--- src/rtl/gpio_pad_bank.sv ---
// GPIO pad bank: Wishbone register file, pad drive muxing, synchronised and
// glitch-filtered inputs, and per-channel rise/fall edge interrupts.
module gpio_pad_bank #(
  parameter int WIDTH       = 8,
  parameter int FILTER_W    = 4,
  parameter int FILTER_INIT = 3
) (
  input  logic             i_clk,
  input  logic             i_rst,
  input  logic [2:0]       i_wb_adr,
  input  logic [31:0]      i_wb_dat,
  input  logic [3:0]       i_wb_sel,
  input  logic             i_wb_we,
  input  logic             i_wb_cyc,
  input  logic             i_wb_stb,
  output logic [31:0]      o_wb_rdt,
  output logic             o_wb_ack,
  input  logic [WIDTH-1:0] i_pad,
  output logic [WIDTH-1:0] o_pad,
  output logic [WIDTH-1:0] o_pad_oe,
  output logic             o_irq
);

  localparam logic [2:0] ADR_IN     = 3'd0;
  localparam logic [2:0] ADR_OUT    = 3'd1;
  localparam logic [2:0] ADR_DIR    = 3'd2;
  localparam logic [2:0] ADR_OD     = 3'd3;
  localparam logic [2:0] ADR_RISE   = 3'd4;
  localparam logic [2:0] ADR_FALL   = 3'd5;
  localparam logic [2:0] ADR_STATUS = 3'd6;
  localparam logic [2:0] ADR_FILTER = 3'd7;

  function automatic logic [WIDTH-1:0] merge_ch(input logic [WIDTH-1:0] old_v,
                                                input logic [31:0] dat,
                                                input logic [3:0] sel);
    logic [WIDTH-1:0] r;
    for (int b = 0; b < WIDTH; b++) r[b] = sel[b / 8] ? dat[b] : old_v[b];
    return r;
  endfunction

  function automatic logic [FILTER_W-1:0] merge_flt(input logic [FILTER_W-1:0] old_v,
                                                    input logic [31:0] dat,
                                                    input logic [3:0] sel);
    logic [FILTER_W-1:0] r;
    for (int b = 0; b < FILTER_W; b++) r[b] = sel[b / 8] ? dat[b] : old_v[b];
    return r;
  endfunction

  function automatic logic [31:0] zext_ch(input logic [WIDTH-1:0] v);
    logic [31:0] r;
    r = 32'd0;
    r[WIDTH-1:0] = v;
    return r;
  endfunction

  function automatic logic [31:0] zext_flt(input logic [FILTER_W-1:0] v);
    logic [31:0] r;
    r = 32'd0;
    r[FILTER_W-1:0] = v;
    return r;
  endfunction

  logic [WIDTH-1:0] out_q, out_d, dir_q, dir_d, od_q, od_d;
  logic [WIDTH-1:0] rise_q, rise_d, fall_q, fall_d, irq_q, irq_d;
  logic [WIDTH-1:0] in_q, in_d, in_prev_q;
  logic [WIDTH-1:0] sync1_q, sync2_q, smp_q;
  logic [WIDTH-1:0][FILTER_W-1:0] cnt_q, cnt_d;
  logic [FILTER_W-1:0] filter_q, filter_d;
  logic             ack_q, ack_d;
  logic [31:0]      rdt_q, rdt_d, rd_mux_s;
  logic             req_s, wr_s, rd_s;
  logic [WIDTH-1:0] w1c_s, rise_ev_s, fall_ev_s;
  logic             unused_s;

  // Upper write-data bits beyond the implemented channels are deliberately dropped.
  assign unused_s = ^i_wb_dat;

  // Bus decode, register writes, read mux and interrupt status update.
  always_comb begin
    req_s    = i_wb_cyc & i_wb_stb & ~ack_q;
    wr_s     = req_s & i_wb_we;
    rd_s     = req_s & ~i_wb_we;
    ack_d    = req_s;
    out_d    = out_q;
    dir_d    = dir_q;
    od_d     = od_q;
    rise_d   = rise_q;
    fall_d   = fall_q;
    filter_d = filter_q;
    w1c_s    = {WIDTH{1'b0}};
    if (wr_s) begin
      case (i_wb_adr)
        ADR_OUT:    out_d    = merge_ch(out_q, i_wb_dat, i_wb_sel);
        ADR_DIR:    dir_d    = merge_ch(dir_q, i_wb_dat, i_wb_sel);
        ADR_OD:     od_d     = merge_ch(od_q, i_wb_dat, i_wb_sel);
        ADR_RISE:   rise_d   = merge_ch(rise_q, i_wb_dat, i_wb_sel);
        ADR_FALL:   fall_d   = merge_ch(fall_q, i_wb_dat, i_wb_sel);
        ADR_STATUS: w1c_s    = merge_ch({WIDTH{1'b0}}, i_wb_dat, i_wb_sel);
        ADR_FILTER: filter_d = merge_flt(filter_q, i_wb_dat, i_wb_sel);
        default:    out_d    = out_q;
      endcase
    end else begin
      w1c_s = {WIDTH{1'b0}};
    end
    case (i_wb_adr)
      ADR_IN:     rd_mux_s = zext_ch(in_q);
      ADR_OUT:    rd_mux_s = zext_ch(out_q);
      ADR_DIR:    rd_mux_s = zext_ch(dir_q);
      ADR_OD:     rd_mux_s = zext_ch(od_q);
      ADR_RISE:   rd_mux_s = zext_ch(rise_q);
      ADR_FALL:   rd_mux_s = zext_ch(fall_q);
      ADR_STATUS: rd_mux_s = zext_ch(irq_q);
      ADR_FILTER: rd_mux_s = zext_flt(filter_q);
      default:    rd_mux_s = 32'd0;
    endcase
    rdt_d     = rd_s ? rd_mux_s : 32'd0;
    rise_ev_s = in_q & ~in_prev_q & rise_q;
    fall_ev_s = ~in_q & in_prev_q & fall_q;
    // A set event in the same cycle as a W1C wins.
    irq_d     = (irq_q & ~w1c_s) | rise_ev_s | fall_ev_s;
  end

  // Per-channel glitch filter on the sampled synchroniser output.
  always_comb begin
    in_d  = in_q;
    cnt_d = cnt_q;
    for (int i = 0; i < WIDTH; i++) begin
      if (smp_q[i] == in_q[i]) begin
        cnt_d[i] = {FILTER_W{1'b0}};
      end else if (cnt_q[i] == filter_q) begin
        in_d[i]  = smp_q[i];
        cnt_d[i] = {FILTER_W{1'b0}};
      end else begin
        cnt_d[i] = cnt_q[i] + FILTER_W'(1);
      end
    end
  end

  // State registers with synchronous reset.
  always_ff @(posedge i_clk) begin
    if (i_rst) begin
      out_q     <= {WIDTH{1'b0}};
      dir_q     <= {WIDTH{1'b0}};
      od_q      <= {WIDTH{1'b0}};
      rise_q    <= {WIDTH{1'b0}};
      fall_q    <= {WIDTH{1'b0}};
      irq_q     <= {WIDTH{1'b0}};
      in_q      <= {WIDTH{1'b0}};
      in_prev_q <= {WIDTH{1'b0}};
      sync1_q   <= {WIDTH{1'b0}};
      sync2_q   <= {WIDTH{1'b0}};
      smp_q     <= {WIDTH{1'b0}};
      cnt_q     <= {(WIDTH * FILTER_W){1'b0}};
      filter_q  <= FILTER_W'(FILTER_INIT);
      ack_q     <= 1'b0;
      rdt_q     <= 32'd0;
    end else begin
      out_q     <= out_d;
      dir_q     <= dir_d;
      od_q      <= od_d;
      rise_q    <= rise_d;
      fall_q    <= fall_d;
      irq_q     <= irq_d;
      in_q      <= in_d;
      in_prev_q <= in_q;
      sync1_q   <= i_pad;
      sync2_q   <= sync1_q;
      smp_q     <= sync2_q;
      cnt_q     <= cnt_d;
      filter_q  <= filter_d;
      ack_q     <= ack_d;
      rdt_q     <= rdt_d;
    end
  end

  // Open-drain channels only ever pull low: enable the driver when OUT is 0.
  assign o_pad    = out_q & ~od_q;
  assign o_pad_oe = dir_q & ~(od_q & out_q);
  assign o_irq    = |irq_q;
  assign o_wb_ack = ack_q;
  assign o_wb_rdt = rdt_q;

endmodule

--- config.mk ---
export PLATFORM = sky130hd
export DESIGN_NAME = gpio_pad_bank
export DESIGN_NICKNAME = d
export VERILOG_FILES = /design/src/rtl/gpio_pad_bank.sv
export SDC_FILE = /design/constraint.sdc
export NUM_CORES = 1
export LEC_CHECK = 0
export CAP_MARGIN = 5
export CORE_MARGIN = 3
export CORE_UTILIZATION = 45
export CTS_CLUSTER_DIAMETER = 60
export DETAILED_ROUTE_END_ITERATION = 8
export PLACE_DENSITY = 0.71
export SYNTH_ARGS = -nofsm -noshare
export SYNTH_HDL_FRONTEND = slang
export SYNTH_SLANG_ARGS = --single-unit
--- constraint.sdc ---
create_clock -name i_clk -period 3.3 [get_ports i_clk]
set_input_delay 0.33 -clock i_clk [delete_from_list [all_inputs] [get_ports i_clk]]
set_output_delay 0.33 -clock i_clk [all_outputs]
set_load 0.02 [all_outputs]
---- Yosys cells after proc, flatten, opt, wreduce, memory -nomap -nowiden ----
Index checks and enable logic that the tools add are counted.
storage, ports and cells
  register bits after elaboration ......... 157
  input port bits ......................... 52
  output and inout bits ................... 50
  logic and storage cells ................. 126
operators by class
  $add $sub $neg .......................... 8
  eq/ne operators ......................... 23
  mux-type cells .......................... 11
  bitwise logic cells ..................... 30
  reduce and logical (&&, ||, !) cells .... 25
operators with widths
  cell                                                  count
  one-hot mux 32 bit (8 select lines)                   1
  AND 8 bit                                             8
  inverter 8 bit                                        5
  adder 4 x 1 -> 4 bit (second input constant)          8
  equality test 4 bit                                   8
  OR reduction 3 bit                                    8
  AND reduction 3 bit                                   6
  2-to-1 mux 8 bit                                      2
  bitwise OR 8 bit                                      2
  AND reduction 2 bit                                   8
  equality test 3 bit (second input constant)           4
  inverter 1 bit                                        11
  equality test 1 bit                                   8
  2-to-1 mux 1 bit                                      8
  OR reduction 8 bit                                    1
  equality test 3 x 2 -> 1 bit (second input constant)  2
  AND 1 bit                                             4
  equality test 3 x 1 -> 1 bit (second input constant)  1
  zero test 3 bit                                       1
  OR reduction 2 bit                                    1

---- Longest topological paths before layout ----
  depth in word-level cells ............... 8
  mapped depth ............................ 7
  mapped depth without buffers ............ 4

---- Least setup slack after synthesis ----
No wires, ideal clock.
  kind .................................... reg2reg
  start ................................... register ack_q, in the netlist o_wb_ack
  end ..................................... register out_q[2]
  arrival ................................. 1.489 ns
  data required time ...................... 3.172 ns
  slack ................................... 1.684 ns
  cell stages (with the launch flop) ...... 5
  period minus slack after synthesis ...... 1.616 ns
  cells stage by stage .................... dfxtp_1 -> nand4b_4 -> nor4_4 -> mux2i_1 -> nor2_1
between the ends
  cells in the longest elaborated chain, start to end .. 4
ends and longest elaborated chain
  item                                  RTL line  source
  start: declaration                    69        logic ack_q, ack_d;
  start signal: assignment              171       ack_q <= ack_d;
  inverter 1 bit                        80        req_s = i_wb_cyc & i_wb_stb & ~ack_q;
  AND 1 bit                             80
  AND 1 bit                             81        wr_s = req_s & i_wb_we;
  AND reduction 3 bit (no source line)  --
  end signal: assignment                142       out_q <= {WIDTH{1'b0}};
  end signal: assignment                158       out_q <= out_d;
  end: declaration                      63        logic [WIDTH-1:0] out_q, out_d, dir_q, dir_d, od_q, od_d;
No other way between the ends.
A chain may end at the register's enable or synchronous reset.

---- Worst setup path in the final report ----
  start ................................... register irq_q[4]
  end ..................................... output port o_irq
between the ends
  cells in the longest elaborated chain, start to end .. 1
ends and longest elaborated chain
  item                      RTL line  source
  start: declaration        64        logic [WIDTH-1:0] rise_q, rise_d, fall_q, fall_d, irq_q, irq_d;
  start signal: assignment  147       irq_q <= {WIDTH{1'b0}};
  start signal: assignment  163       irq_q <= irq_d;
  OR reduction 8 bit        179       assign o_irq = |irq_q;
  end: declaration          21        output logic o_irq
No other way between the ends.

==> results_dict.tcl <==
set metrics [dict create \
    run_status "finished, final reports clean" \
    slew_headroom_pct 39.9 \
    clock-sinks 133 \
    holdWs_ps 434 \
    grt_max_degree 54 \
    gp_congestion 0.864 \
    worst_slack_ps 1050 \
    placed_area_mm2 0.00638 \
    drt_iter0_markers 211 \
    critical-path-top-delay-family "simple AND/OR/NAND/NOR gates" \
    synthArstFlopShare_pct 0 \
    path_buf_inv 1 \
    clock_latency_ps 420 \
    die_y_um 120 \
    ys_types 45 \
    ant_nets 0 \
    synth-edff-count 0 \
    post_drt_wl_per_cell_um 14.4 \
    maxCapViolCount 0 \
    die_w_um 120 \
    crit_chain "nor4_1 > nand2_1 > clkdlybuf4s50_1" \
    final_common_cell "dfxtp_1" \
    dr.pass1.iters 4 \
    vias 4276 \
    synthMuxAreaShare_pct 11.4 \
    stdcell_count 832 \
    ys_ff_latch 133 \
    synth-compound-area-share_pct 6.58 \
    period_minus_slack_ps 2250 \
    post_cts_buffers 0 \
    coreArea_mm2 0.0124 \
    vdd_drop_max_mv 0.425 \
    required_ps 2970 \
    wl_mm 12.0 \
    critPathArrivalTime_ps 1920 \
    grt_pass1_wl_mm 19.8 \
    ctsHtreeMaxLevel 4 \
    grt_pass1_vias 4194 \
    rsz0062_at_grt "no" \
    synth_seq_area_share_pct 45.6 \
    fmax_ghz 0.444 \
    fin_crit_sh_pct 68.3 \
    num-fill-cells 1102 \
    nNetsFinal 713 \
    fin_area_mm2 0.00698 \
    mostFrequentLayoutCells "dfxtp_1 (133), nor2_1 (99), mux2i_1 (62), clkdlybuf4s50_1 (49), nor2b_1 (43)" \
    hold_class "flip-flop to flip-flop" \
    ys_warn_count 0 \
    crit_slowest_cell "clkdlybuf4s50_1" \
    critPathMaxFanout 3 \
    critPathKind "flip-flop to primary output" \
    end_kind "primary output" \
    cts.clk_slew.worst_paths_ps 50 \
    die_area_mm2 0.0144 \
    hpwl_mm 8.32 \
    worst_pin_slew_ps 902 \
    leakagePower_nw 2.70 \
    start_util_pct 47.2 \
    setup_tns_ps 0 \
    hold_buffers 0 \
    root_buffer "clkbuf_16" \
    insertedDiodeCount 0 \
    preCtsSetupSlack_ps 702 \
    synthXorXnorAreaFrac_pct 8.40 \
    portBuffers 50 \
    rows 40 \
    antenna_found_initial 0 \
    numCtsBuffers 17 \
    placedCellCount 802 \
    grt_usage_pct 17.4 \
    cts_resized 0 \
    hold_viol 0 \
    drive_gt1_share_pct 7.08 \
    startpoint_type "flip-flop" \
    synth_top_family_by_area "simple AND/OR/NAND/NOR gates" \
    drc 0 \
    synth-main-ff-cell "dfxtp_1" \
    avgSynthCellArea_um2 9.63 \
    cts_tree "built" \
    area_growth_pct 19.6 \
    grt_overflow_total 0 \
    netlist_area_mm2 0.00584 \
    setup_viol 0 \
    synth_fa_ha_area_share_pct 1.71 \
    yosys.area_share.simple_pct 20.0 \
    max_stage_delay_ps 570 \
    viasPerCell 5.14 \
    io_pins 102 \
    clockBufferDepth 2 \
    syn_inst 606 \
    power_density_mw_per_mm2 533 \
    drv_slew 0 \
    skew_ps 4.34 \
]
==> report_power, final <==
group          internal, mW  leakage, nW  switching (mW)
logic                0.0651         1.33           0.112
registers              1.62         1.08         0.00959
clock network          1.28        0.294           0.632
==> synth_stat cells, types with 3 or more instances <==
master | number | area, um2
xnor2_1 | 16 | 140
nor2_1 | 99 | 372
nand3b_1 | 8 | 60.1
mux2i_1 | 62 | 621
inv_1 | 15 | 56.3
clkbuf_1 | 12 | 45.0
nand2_1 | 15 | 56.3
a21boi_0 | 8 | 60.1
buf_4 | 24 | 180
ha_1 | 8 | 100
a21oi_1 | 15 | 75.1
nand4_1 | 10 | 62.6
o22ai_1 | 4 | 25.0
nand3_1 | 10 | 50.1
nor4_1 | 11 | 68.8
o21ai_0 | 12 | 60.1
o221a_2 | 4 | 45.0
buf_2 | 15 | 75.1
xor2_1 | 40 | 350
dfxtp_1 | 133 | 2660
or3_1 | 9 | 56.3
nand2b_1 | 3 | 18.8
nor2b_1 | 43 | 269
==> path summary, 6_finish.rpt <==
| kind | from | endpoint | slack, ps | cells past startpoint |
|---|---|---|---|---|
| worst max register to register | o_wb_ack | out_q[7] | 1420 | 4 |
| worst max-delay path | irq_q[4] | o_irq | 1050 | 3 |
| worst min register to register | sync2_q[4] | smp_q[4] | 430 | 1 |
| worst min-delay path | sync2_q[4] | smp_q[4] | 430 | 1 |
==> metal layers <==
metal  part of all wire [%]  vias up  global-route usage, %  wire [um]
li1                       -     2100                      -          -
met1                     45     2053                   21.4       5390
met2                     48      109                   29.0       5800
met3                    5.0       14                   4.71        601
met4                    1.4        0                   6.66        170
met5                      0        -                      0          0
==> state kept, by name, indices dropped and copies added, names as in the netlist, 4 cells and up <==
| name | count |
|---|---|
| smp_q | 8 |
| o_wb_rdt | 8 |
| dir_q | 8 |
| fall_q | 8 |
| out_q | 8 |
| od_q | 8 |
| sync2_q | 8 |
| cnt_q | 32 |
| sync1_q | 8 |
| filter_q | 4 |
| irq_q | 8 |
| in_q | 8 |
| rise_q | 8 |
| in_prev_q | 8 |
==> layout make-up <==
cell class	count	area [um2]	share of cell area [%]
multi-input combinational	429	2900	41.5
tap	168	210	3.01
clock buffer	27	513	7.35
clock inverter	3	90.1	1.29
inverter	15	56.3	0.807
timing repair buffer	57	548	7.85
sequential	133	2660	38.1
==> cell families after synthesis <==
kind of cell / Yosys count
AO/OA/AOI/OAI: 57
XOR/XNOR: 56
adder cells (fa/ha/maj): 8
buffers and inverters: 67
flip-flops: 133
multiplexers: 64
other: 1
AND/OR/NAND/NOR: 220
==> metrics by stage <==
step / util (%) / total power [mW]
after floorplan: - / 1.80
after global placement: 51.6 / 1.84
after detailed placement: 51.6 / 1.84
after CTS: 56.5 / 3.75
after global routing: 56.5 / 3.84
final: 56.5 / 3.72
Power figures use the tool's default switching activity.
